File: config.mk
export PLATFORM = sky130hd
export DESIGN_NAME = ssd_scan_driver_flat
export DESIGN_NICKNAME = d
export VERILOG_FILES = /design/src/rtl/ssd_scan_driver_if.sv /design/src/rtl/ssd_scan_driver.sv /design/src/flat_wrapper.sv
export SDC_FILE = /design/constraint.sdc
export NUM_CORES = 1
export LEC_CHECK = 0
export CAP_MARGIN = 20
export CORE_ASPECT_RATIO = 1.2
export CORE_MARGIN = 2
export CORE_UTILIZATION = 49
export CTS_CLUSTER_DIAMETER = 60
export DETAILED_ROUTE_END_ITERATION = 8
export PLACE_DENSITY = 0.71
export SYNTH_ARGS = -nofsm -noshare
export SYNTH_HDL_FRONTEND = slang
export SYNTH_SLANG_ARGS = --single-unit
File: constraint.sdc
create_clock -name clk -period 5.75 [get_ports clk]
set_input_delay 1.15 -clock clk [delete_from_list [all_inputs] [get_ports clk]]
set_output_delay 1.15 -clock clk [all_outputs]
set_load 0.1 [all_outputs]
File: src/rtl/ssd_scan_driver_if.sv
// Display-side bus for ssd_scan_driver: hex value, load strobe, digit
// enables, blanking control and the active-low segment/anode pins.
// Decimal-point signals exist only when SSD_DP_EN is defined.
interface ssd_scan_driver_if #(
    parameter int DIGITS = 4
);
    logic [4*DIGITS-1:0] value;
    logic                load;
    logic [DIGITS-1:0]   digit_en;
    logic                blank_lz;
    logic [6:0]          seg;
    logic [DIGITS-1:0]   an;
`ifdef SSD_DP_EN
    logic [DIGITS-1:0]   dp_in;
    logic                dp;

    modport master (output value, load, digit_en, blank_lz, dp_in,
                    input  seg, an, dp);
    modport slave  (input  value, load, digit_en, blank_lz, dp_in,
                    output seg, an, dp);
`else
    modport master (output value, load, digit_en, blank_lz,
                    input  seg, an);
    modport slave  (input  value, load, digit_en, blank_lz,
                    output seg, an);
`endif
endinterface

File: src/rtl/ssd_scan_driver.sv
// Time-multiplexed common-anode seven-segment scan driver.
// A shadow register holds the displayed hex value; one digit is lit at a
// time, advancing every CLK_DIV clocks. Outputs are registered (one cycle
// behind the scan index and shadow). Optional decimal point: SSD_DP_EN.
module ssd_scan_driver #(
    parameter int DIGITS  = 4,
    parameter int CLK_DIV = 100000
) (
    input logic              clk,
    input logic              rst_n,
    ssd_scan_driver_if.slave bus
);
    localparam int PW = $clog2(CLK_DIV);
    localparam int IW = (DIGITS > 1) ? $clog2(DIGITS) : 1;
    localparam logic [PW-1:0] PRESC_LAST = PW'(CLK_DIV - 1);
    localparam logic [IW-1:0] INDEX_LAST = IW'(DIGITS - 1);

    logic [PW-1:0]       presc;
    logic                tick;
    logic [IW-1:0]       index;
    logic [4*DIGITS-1:0] shadow;
    logic [DIGITS-1:0]   lz_mask;
    logic [6:0]          seg_next;
    logic [DIGITS-1:0]   an_next;
    logic [6:0]          seg_q;
    logic [DIGITS-1:0]   an_q;
`ifdef SSD_DP_EN
    logic [DIGITS-1:0]   dp_shadow;
    logic                dp_next;
    logic                dp_q;
`endif

    // Hex nibble to active-low segments, bit order g..a.
    function automatic logic [6:0] decode7(input logic [3:0] nib);
        case (nib)
            4'h0: decode7 = 7'b1000000;
            4'h1: decode7 = 7'b1111001;
            4'h2: decode7 = 7'b0100100;
            4'h3: decode7 = 7'b0110000;
            4'h4: decode7 = 7'b0011001;
            4'h5: decode7 = 7'b0010010;
            4'h6: decode7 = 7'b0000010;
            4'h7: decode7 = 7'b1111000;
            4'h8: decode7 = 7'b0000000;
            4'h9: decode7 = 7'b0010000;
            4'hA: decode7 = 7'b0001000;
            4'hB: decode7 = 7'b0000011;
            4'hC: decode7 = 7'b1000110;
            4'hD: decode7 = 7'b0100001;
            4'hE: decode7 = 7'b0000110;
            default: decode7 = 7'b0001110;
        endcase
    endfunction

    assign tick = (presc == PRESC_LAST);

    // Refresh prescaler: counts 0..CLK_DIV-1, tick on the last count.
    always_ff @(posedge clk or negedge rst_n) begin
        if (!rst_n)    presc <= '0;
        else if (tick) presc <= '0;
        else           presc <= presc + 1'b1;
    end

    // Scan index: advances on tick, wraps after the last digit.
    always_ff @(posedge clk or negedge rst_n) begin
        if (!rst_n) begin
            index <= '0;
        end else if (tick) begin
            if (index == INDEX_LAST) index <= '0;
            else                     index <= index + 1'b1;
        end
    end

    // Shadow register: captured on load, independent of the scan tick.
    always_ff @(posedge clk or negedge rst_n) begin
        if (!rst_n) begin
            shadow <= '0;
`ifdef SSD_DP_EN
            dp_shadow <= '0;
`endif
        end else if (bus.load) begin
            shadow <= bus.value;
`ifdef SSD_DP_EN
            dp_shadow <= bus.dp_in;
`endif
        end
    end

    // Leading-zero mask: bit i set when nibble i and all higher nibbles are zero.
    always_comb begin
        logic zero_run;
        zero_run = 1'b1;
        lz_mask  = '0;
        for (int i = DIGITS - 1; i >= 0; i--) begin
            zero_run   = zero_run && (shadow[4*i +: 4] == 4'h0);
            lz_mask[i] = zero_run;
        end
    end

    // Select the current digit; dark if disabled or a blanked leading zero.
    always_comb begin
        seg_next = 7'b1111111;
        an_next  = '1;
`ifdef SSD_DP_EN
        dp_next  = 1'b1;
`endif
        for (int i = 0; i < DIGITS; i++) begin
            if (index == IW'(i)) begin
                if (bus.digit_en[i] && !(bus.blank_lz && (i != 0) && lz_mask[i])) begin
                    seg_next   = decode7(shadow[4*i +: 4]);
                    an_next[i] = 1'b0;
`ifdef SSD_DP_EN
                    dp_next    = ~dp_shadow[i];
`endif
                end
            end
        end
    end

    // Output register: pins are dark during and right after reset.
    always_ff @(posedge clk or negedge rst_n) begin
        if (!rst_n) begin
            seg_q <= 7'b1111111;
            an_q  <= '1;
`ifdef SSD_DP_EN
            dp_q  <= 1'b1;
`endif
        end else begin
            seg_q <= seg_next;
            an_q  <= an_next;
`ifdef SSD_DP_EN
            dp_q  <= dp_next;
`endif
        end
    end

    assign bus.seg = seg_q;
    assign bus.an  = an_q;
`ifdef SSD_DP_EN
    assign bus.dp  = dp_q;
`endif
endmodule

File: src/flat_wrapper.sv
// flat-port wrapper written by rule: the top's interface ports become plain ports
module ssd_scan_driver_flat 
#(
    parameter int DIGITS  = 4,
    parameter int CLK_DIV = 100000
)
  (clk, rst_n, bus_value, bus_load, bus_digit_en, bus_blank_lz, bus_seg, bus_an);
  ssd_scan_driver_if #(.DIGITS(DIGITS)) bus_i ();
  input logic clk;
  input logic rst_n;
  input wire logic [$bits(bus_i.value)-1:0] bus_value;
  input wire logic [$bits(bus_i.load)-1:0] bus_load;
  input wire logic [$bits(bus_i.digit_en)-1:0] bus_digit_en;
  input wire logic [$bits(bus_i.blank_lz)-1:0] bus_blank_lz;
  output wire logic [$bits(bus_i.seg)-1:0] bus_seg;
  output wire logic [$bits(bus_i.an)-1:0] bus_an;
  assign bus_i.value = bus_value;
  assign bus_i.load = bus_load;
  assign bus_i.digit_en = bus_digit_en;
  assign bus_i.blank_lz = bus_blank_lz;
  assign bus_seg = bus_i.seg;
  assign bus_an = bus_i.an;
  ssd_scan_driver #(.DIGITS(DIGITS), .CLK_DIV(CLK_DIV)) u_core (.clk(clk), .rst_n(rst_n), .bus(bus_i));
endmodule
==> results of run 1 <==
[report_power, final]
part	leakage (nW)	internal, mW	switching [mW]
clock network	0.0514	0.130	0.111
logic	0.866	0.0766	0.113
registers	0.558	0.344	0.0291
total	1.48	0.550	0.253
[layout make-up]
cell class	count	area share, %
Clock buffer	6	2.06
Multi-Input combinational cell	237	48.8
Inverter	18	2.06
Sequential cell	46	33.0
Clock inverter	2	1.06
Tap cell	82	2.91
Timing Repair Buffer	35	10.1
[flip-flops by register name, summed over array words and instances, names as in the netlist]
register / count
u_core.index: 2
u_core.bus.seg: 7
u_core.bus.an: 4
u_core.presc: 17
u_core.shadow: 16
[synthesized netlist by cell type (all sizes together), types with 4 or more instances]
| cell type | count |
|---|---|
| dfrtp | 35 |
| nand2 | 35 |
| o21ai | 31 |
| ha | 27 |
| nor2 | 19 |
| nand3 | 18 |
| inv | 17 |
| clkbuf | 12 |
| dfstp | 11 |
| mux2 | 10 |
| a21oi | 9 |
| xnor2 | 8 |
| xor2 | 7 |
| mux2i | 6 |
| o22ai | 6 |
| buf | 4 |
| nand2b | 4 |
| nor2b | 4 |
[per-stage QoR]
stage / setup slack (ns) / util, %
2_1_floorplan: 3.36 / -
3_3_place_gp: 2.80 / 56.5
3_5_place_dp: 2.74 / 56.5
4_1_cts: 2.61 / 58.3
5_1_grt: 2.59 / 58.6
6_report: 2.63 / 58.6
[layer usage]
layer | share of wire [%] | track usage, %
met1 | 43 | 24.2
met2 | 51 | 31.3
met3 | 3.3 | 3.70
met4 | 3.2 | 8.77
met5 | 0 | 0
[cell families (layout without fill, tap and decap cells)]
group | Yosys count | after routing
compound gates | 73 | 73
xor+xnor | 15 | 15
fa+ha+maj | 27 | 27
buf+inv | 34 | 61
flops | 46 | 46
mux | 18 | 18
simple gates | 104 | 104
[how the worst max path moves through the flow]
stage / endpoint / cells past startpoint
2_1_floorplan: u_core.bus.seg[4] / 7
3_3_place_gp: u_core.bus.seg[6] / 6
3_5_place_dp: u_core.bus.seg[2] / 6
4_1_cts: bus_an[1] / 1
5_1_grt: bus_seg[3] / 1
6_report: bus_an[1] / 1
==> results_dict.tcl, run 1 <==
set metrics [dict create \
    status "finished clean" \
    grt_pass1_vias 2241 \
    diodes 0 \
    initial_core_util_pct 50.4 \
    die_h_um 90.1 \
    reg2reg_to "u_core.bus.seg[2]" \
    vias_per_cell 5.47 \
    synth_ff_type "dfrtp_1" \
    syn_area_um2 3030 \
    grt_usage_pct 19.3 \
    cp_data_required_time_ns 4.60 \
    worstPathArrival_ns 1.97 \
    ir_drop_mv 0.127 \
    synth.area.mux_share_pct 7.19 \
    dp_hpwl_mm 4.39 \
    numClockSinks 46 \
    n_fill_cell 547 \
    skew_ns 0.0112 \
    final_common_cell "dfrtp_1" \
    synth_top_area_cell "dfrtp_1" \
    numCtsBuffers 5 \
    reg2reg_from "u_core.shadow[5]" \
    core_um2 6010 \
    hold_violations 0 \
    dieWidth_um 75.8 \
    yosysWarnings 0 \
    drt-pass1-iter-count 4 \
    post-cts-setup-buffer-count 0 \
    htreeDepth 2 \
    crit_buf_inv 1 \
    p_per_area_nw_per_um2 228 \
    slew_headroom_pct 33.8 \
    finalPower_mw 0.803 \
    path_clk_slew_ns 0.09 \
    syn-num-nets 368 \
    syn_inst 317 \
    ctsHoldBuffers 0 \
    ant_nets 0 \
    setup_tns_ns 0 \
    overflow 0 \
    drv_slew 0 \
    synth_compound_area_share_pct 16.1 \
    synth_cell_type_count 58 \
    synthSimpleGateAreaFrac_pct 18.1 \
    grt_pass1_wl_mm 10.3 \
    cap_violations 0 \
    drive_above_1_share_pct 12.8 \
    dp.cells 417 \
    max_slew.worst_pin.slew_ns 0.989 \
    min_period_ns 3.12 \
    ys_seq_area_share_pct 38.5 \
    reg2reg_slack_ns 3.45 \
    num_rows 31 \
    startpoint "u_core.bus.an[1]" \
    nets 394 \
    cp_max_fo 1 \
    grt_max_degree 47 \
    wire_per_inst_um 13.7 \
    multiInputGateArea_um2 1720 \
    vias 2330 \
    routabilityCongestion 0.808 \
    holdWs_ns 0.480 \
    async_reset_ff_share_pct 100 \
    fmax_mhz 321 \
    post-synth-top-area-fraction_pct 28.9 \
    place_area_um2 3400 \
    synthXorXnorAreaFrac_pct 4.34 \
    area_growth_pct 16.4 \
    start_kind "flip-flop" \
    syn_area_per_cell_um2 9.56 \
    hp-class "reg -> reg" \
    total_leakage_power_nw 1.48 \
    io_pins 35 \
    reg2regPathDepth 7 \
    setup_viol_count_final 0 \
    crit_type "reg -> out" \
    synth-edff-count 0 \
    finalCritPeriodShare_pct 54.2 \
    slowest_delay_ns 1.12 \
    wl_mm 5.86 \
    synth_fa_ha_area_share_pct 11.2 \
    timing.critical_path.cells "clkdlybuf4s50_1" \
    regArea_um2 1160 \
    clk_latency_ns 0.30 \
    dieArea_um2 6830 \
    io_buffers 34 \
    drtIter0Drc 107 \
    cts_buffer_depth 2 \
    ctsResizeCount 0 \
    antenna_found_initial 0 \
    ys_seq_elements 46 \
    crit_family "buffers and inverters" \
    synth_top_family_by_area "simple AND/OR/NAND/NOR gates" \
    cpMaxStageDelayCell "clkdlybuf4s50_1" \
    drc 0 \
    layout.cells.non_filler 426 \
    synth.area.top_cells "dfrtp_1 (29%), ha_1 (11%), dfstp_2 (9.5%)" \
    min-delay-start "u_core.presc[0]" \
    fin_area_um2 3530 \
    final_cell_mix "dfrtp_1 (35), nand2_1 (34), clkdlybuf4s50_1 (33)" \
    min_path_cells 1 \
    grt_setup_unrepaired "false" \
    cts_root_buf "clkbuf_8" \
    hold_end "u_core.presc[0]" \
    crit_path_end_kind "primary output" \
    cts_tree "done" \
]
(Power assumes the default switching activity.)
==> inputs of run 2 (changes only) <==
PLACE_DENSITY = 0.74   (was 0.71)
clock period = 2.7 ns   (was 5.75 ns; I/O delays follow)
==> run 2 against run 1 <==
Against the previous run: total power grew 100%; combinational power grew 110%; sequential share of layout area grew 0.38 points; routed wire length grew 5.1%; final cell count grew 0.47%; non-clock buffer count grew 2; sequential cell count is the same.
==> results_dict.tcl, run 2 (synthesized netlist as in run 1, its figures left out) <==
set metrics [dict create \
    drt-pass1-iter-count 4 \
    dieWidth_um 75.8 \
    path_clk_slew_ns 0.10 \
    seq_power_share_pct 48.5 \
    clk_latency_ns 0.31 \
    finalPower_mw 1.64 \
    ctsResizeCount 0 \
    setup_tns_ns 0 \
    core_um2 6010 \
    start_kind "flip-flop" \
    antenna_found_initial 0 \
    diodes 0 \
    cp_max_fo 7 \
    num_rows 31 \
    area_growth_pct 15.1 \
    hp-class "in -> async" \
    ant_nets 0 \
    die_h_um 90.1 \
    crit_path_end_kind "flip-flop" \
    wire_per_inst_um 14.4 \
    cts_tree "done" \
    io_pins 35 \
    p_sw_mw 0.541 \
    drv_slew 0 \
    wl_mm 6.15 \
    numClockSinks 46 \
    cts_root_buf "clkbuf_8" \
    finalCritPeriodShare_pct 85.8 \
    internal_power_mw 1.10 \
    dieArea_um2 6830 \
    drive_above_1_share_pct 16.8 \
    clkPwrFrac_pct 27.1 \
    routabilityCongestion 0.859 \
    regArea_um2 1160 \
    overflow 0 \
    initial_core_util_pct 50.4 \
    grt_pass1_wl_mm 10.4 \
    grt_usage_pct 19.5 \
    hold_violations 0 \
    holdWs_ns 0.175 \
    cap_violations 0 \
    netSwitchingFraction_pct 33.0 \
    largest_register_ffs 17 \
    setup_viol_count_final 0 \
    drtIter0Drc 119 \
    cts_buffer_depth 2 \
    grt_pass1_vias 2277 \
    p_per_area_nw_per_um2 470 \
    post-cts-setup-buffer-count 0 \
    max_slew.worst_pin.slew_ns 0.611 \
    nets 396 \
    vias 2340 \
    final_common_cell "dfrtp_1" \
    multiInputGateArea_um2 1720 \
    fin_area_um2 3490 \
    final_cell_mix "dfrtp_1 (35), nand2_1 (34), o21ai_0 (29)" \
    htreeDepth 2 \
    regMostFlops "u_core.presc" \
    dp_hpwl_mm 4.69 \
    grt_max_degree 27 \
    place_area_um2 3390 \
    status "finished clean" \
    cp_data_required_time_ns 2.91 \
    ctsHoldBuffers 0 \
    grt_setup_unrepaired "false" \
    drc 0 \
    vias_per_cell 5.47 \
    fmax_mhz 431 \
    io_buffers 34 \
    crit_type "reg -> reg" \
    n_fill_cell 525 \
    worstPathArrival_ns 2.53 \
    slew_headroom_pct 59.1 \
    total_leakage_power_nw 1.48 \
    numCtsBuffers 5 \
    ir_drop_mv 0.242 \
    min_period_ns 2.32 \
    combinationalPowerShare_pct 24.3 \
    skew_ns 0.0131 \
]
[run 2: cell count changes in the layout (fill, tap and decap cells not counted)]
| cell | previous run | this run |
|---|---|---|
| buf_4 | 0 | 14 |
| buf_12 | 1 | 0 |
| clkinv_2 | 0 | 1 |
| clkbuf_8 | 5 | 6 |
| bufinv_16 | 1 | 0 |
| clkbuf_1 | 1 | 0 |
| clkdlybuf4s50_1 | 33 | 22 |
[run 2: critical path: stages (launching register included)]
cell	delay, ns
dfrtp_1	0.44
inv_1	0.14
ha_1	0.21
or3b_1	0.43
o41ai_4	0.39
nand3_2	0.21
o22ai_1	0.24
o221ai_1	0.16
[run 2: metal layers]
metal / GRT usage, % / routed length [um] / vias to the layer above
met3: 3.25 / 172 / 7
met1: 24.0 / 2610 / 1129
met4: 6.58 / 115 / 0
li1: - / - / 1169
met2: 33.6 / 3260 / 35
met5: 0 / 0 / -
[run 2: path summary, 6_finish.rpt]
check	from	to	slack, ns	cells past startpoint
max	u_core.shadow[5]	u_core.bus.seg[6]	0.38	7
min	rst_n	u_core.shadow[8]	0.17	1
max reg2reg	u_core.shadow[5]	u_core.bus.seg[6]	0.38	7
min reg2reg	u_core.presc[0]	u_core.presc[0]	0.50	1
max in group asynchronous	rst_n	u_core.bus.an[0]	1.78	2
min in group clk	u_core.presc[0]	u_core.presc[0]	0.50	1
[run 2: layout make-up]
| type | instances | share of cell area [%] |
|---|---|---|
| multi-input cells | 237 | 49.4 |
| inverters | 18 | 2.08 |
| clock inverters | 2 | 0.359 |
| well taps | 82 | 2.94 |
| repair buffers | 37 | 9.48 |
| flip-flops and latches | 46 | 33.4 |
| clock buffers | 6 | 2.37 |
[run 2: power by group through the flow]
stage / Sequential (mW) / Clock (mW) / Combinational, mW
6_report: 0.795 / 0.444 / 0.399
5_1_grt: 0.806 / 0.481 / 0.436
4_1_cts: 0.795 / 0.457 / 0.403
3_5_place_dp: 0.808 / 0 / 0.401
3_3_place_gp: 0.806 / 0 / 0.394
2_1_floorplan: 0.871 / 0 / 0.219
[run 2: metrics by stage]
step / util, % / setup slack [ns] / instances
floorplan: - / 0.701 / 317
global placement: 56.4 / 0.376 / 420
detailed placement: 56.4 / 0.275 / 420
CTS: 58.0 / 0.400 / 428
global route: 58.0 / 0.231 / 428
finish: 58.0 / 0.382 / 428
==> RTL change: new RTL, flow settings as in run 1 <==
`DIGITS` is set to 4 in 3 places; all go to 8.
--- a/src/rtl/ssd_scan_driver_if.sv
+++ b/src/rtl/ssd_scan_driver_if.sv
@@ -2,7 +2,7 @@
 // enables, blanking control and the active-low segment/anode pins.
 // Decimal-point signals exist only when SSD_DP_EN is defined.
 interface ssd_scan_driver_if #(
-    parameter int DIGITS = 4
+    parameter int DIGITS = 8
 );
     logic [4*DIGITS-1:0] value;
     logic                load;
--- a/src/rtl/ssd_scan_driver.sv
+++ b/src/rtl/ssd_scan_driver.sv
@@ -3,7 +3,7 @@
 // time, advancing every CLK_DIV clocks. Outputs are registered (one cycle
 // behind the scan index and shadow). Optional decimal point: SSD_DP_EN.
 module ssd_scan_driver #(
-    parameter int DIGITS  = 4,
+    parameter int DIGITS  = 8,
     parameter int CLK_DIV = 100000
 ) (
     input logic              clk,
--- a/src/flat_wrapper.sv
+++ b/src/flat_wrapper.sv
@@ -1,7 +1,7 @@
 // flat-port wrapper written by rule: the top's interface ports become plain ports
 module ssd_scan_driver_flat 
 #(
-    parameter int DIGITS  = 4,
+    parameter int DIGITS  = 8,
     parameter int CLK_DIV = 100000
 )
   (clk, rst_n, bus_value, bus_load, bus_digit_en, bus_blank_lz, bus_seg, bus_an);
Ports: changed (resized bus_an, bus_digit_en and bus_value); port bits go from 35 to 59. The function was not compared with the original's and may differ.
==> RTL change against run 1 <==
- sequential cell count is 21 higher
- utilization grew 1.1 points
- first-iteration DRC count is 84% higher
- area after synthesis is 68% higher
- routed wire length up 110%
- worst setup slack worse by 0.036 ns
- design area increased by 70%
- power grew 84%
==> RTL change: results (changes against run 1) <==
stage;metric;value;unit;change
clocking;numCtsBuffers;9;;+4
clocking;ctsHtreeMaxLevel;3;;+1
drt;first_iter_violations;197;;+84%
logic_synthesis;synth-compound-area-share;0.2078;;+0.04711
grt;grtUsageTotal;0.2230;;+0.03010
power;peakVddDrop;139.5;uV;+9.8%
layout;largest_reg_flops;32;;+15
grt;grt_pass1_vias;4185;;+87%
logic_synthesis;synth_commonest_cells;nand2_1 (59), o21ai_0 (54), dfrtp_1 (52);;
logic_synthesis;synthMuxAreaShare;0.07789;;+0.006019
critical_path;reg2reg_depth;8;;+1
power;switchingPower;462.2;uW;+83%
critical_path;timing.critical_path.from;u_core.bus.seg[1];;
drt;wl_per_cell;16.14;um;+17%
drt;drt_pre_antenna_iters;5;;+1
logic_synthesis;synthAdderAreaFrac;0.1208;;+0.009255
logic_synthesis;seq_area_frac_synth;0.3340;;-0.05056
outcome;status;finished clean;;
grt;grt_first_pass_wirelength;20150;um;+96%
sta;worst_clock_skew;0.004352;ns;-0.006824 ns
grt;grt_max_degree;68;;+45%
logic_synthesis;syn-num-nets;672;;+83%
place;gp_congestion;0.9153;;+13%
layout;layout-drive-gt1-share;0.1077;;-0.02019
drt;via_per_inst;5.737;;+4.9%
worst_hold_path;hp-start;u_core.presc[4];;
place;io_buffers;58;;+71%
critical_path;endpoint;bus_seg[1];;
critical_path;r2r_end;u_core.bus.seg[1];;
layout;nFillCells;891;;+63%
power;leakagePower;2.592;nW;+76%
logic_synthesis;synth.avg_cell_area;8.767;sq um;-8.3%
power;p_comb;304;uW;+61%
clocking;root_buffer;clkbuf_16;;
sta;holdWs;0.4823;ns;+0.002374 ns
critical_path;reg2reg_slack;3.03;ns;-0.42 ns
sta;worst_pin_slew;1.039;ns;+0.04939 ns
power;sw_frac_of_total;0.3128;;-0.002304
logic_synthesis;synth_area_leaders;dfrtp_1 (26%), ha_1 (12%), dfstp_2 (7.8%), o21ai_0 (5.3%), nand2_1 (4.4%);;
layout;top_register;u_core.shadow;;
critical_path;critPathArrivalTime;2.00;ns;+0.03 ns
critical_path;rr_startpoint;u_core.shadow[16];;
clocking;clock_latency;0.34;ns;+0.04 ns
[RTL change: cell types whose count changed after synthesis, sizes merged, moves of 10 or more]
cell / before / now
a211oi: 3 / 16
nand2: 35 / 59
a21oi: 9 / 41
a31oi: 1 / 11
nor2: 19 / 41
clkbuf: 12 / 25
ha: 27 / 49
o21ai: 31 / 57
dfrtp: 35 / 52
inv: 17 / 41
mux2i: 6 / 17
[RTL change: metal layers]
layer | part of all wire | up-vias | wire length, um | track usage
li1 | - | 2139 | - | -
met1 | 0.45 | 2028 | 5373 | 0.2796
met2 | 0.49 | 103 | 5889 | 0.3773
met3 | 0.043 | 21 | 524 | 0.04343
met4 | 0.024 | 0 | 287 | 0.1005
met5 | 0 | - | 0 | 0
[RTL change: cells by family (layout without fill, tap and decap cells)]
group                      after synthesis  count (layout)
buffers and inverters                   75             118
and+or+nand+nor                        176             176
adders and majority gates               49              49
xor gates and xnor gates                14              14
muxes                                   33              33
DFF                                     67              67
AOI/OAI and AO/OA                      165             165
[RTL change: layout make-up]
class                      count  area, sq um  area share
multi-input combinational    437         3082      0.5129
tap                          126        157.7     0.02624
timing repair buffer          61        593.1     0.09871
clock inverter                 7        101.3     0.01687
sequential                    67         1695      0.2822
inverter                      41        153.9     0.02561
clock buffer                   9        225.2     0.03748
[RTL change: metrics by stage]
step / area, sq um / worst slack, ns / std cells / utilization
finish: 6008 / 2.596 / 748 / 0.5973
global placement: 5674 / 2.412 / 731 / 0.5641
global route: 6008 / 2.444 / 748 / 0.5973
floorplan: 5076 / 3.257 / 579 / -
detailed placement: 5682 / 2.298 / 732 / 0.5648
CTS: 6008 / 2.589 / 748 / 0.5973
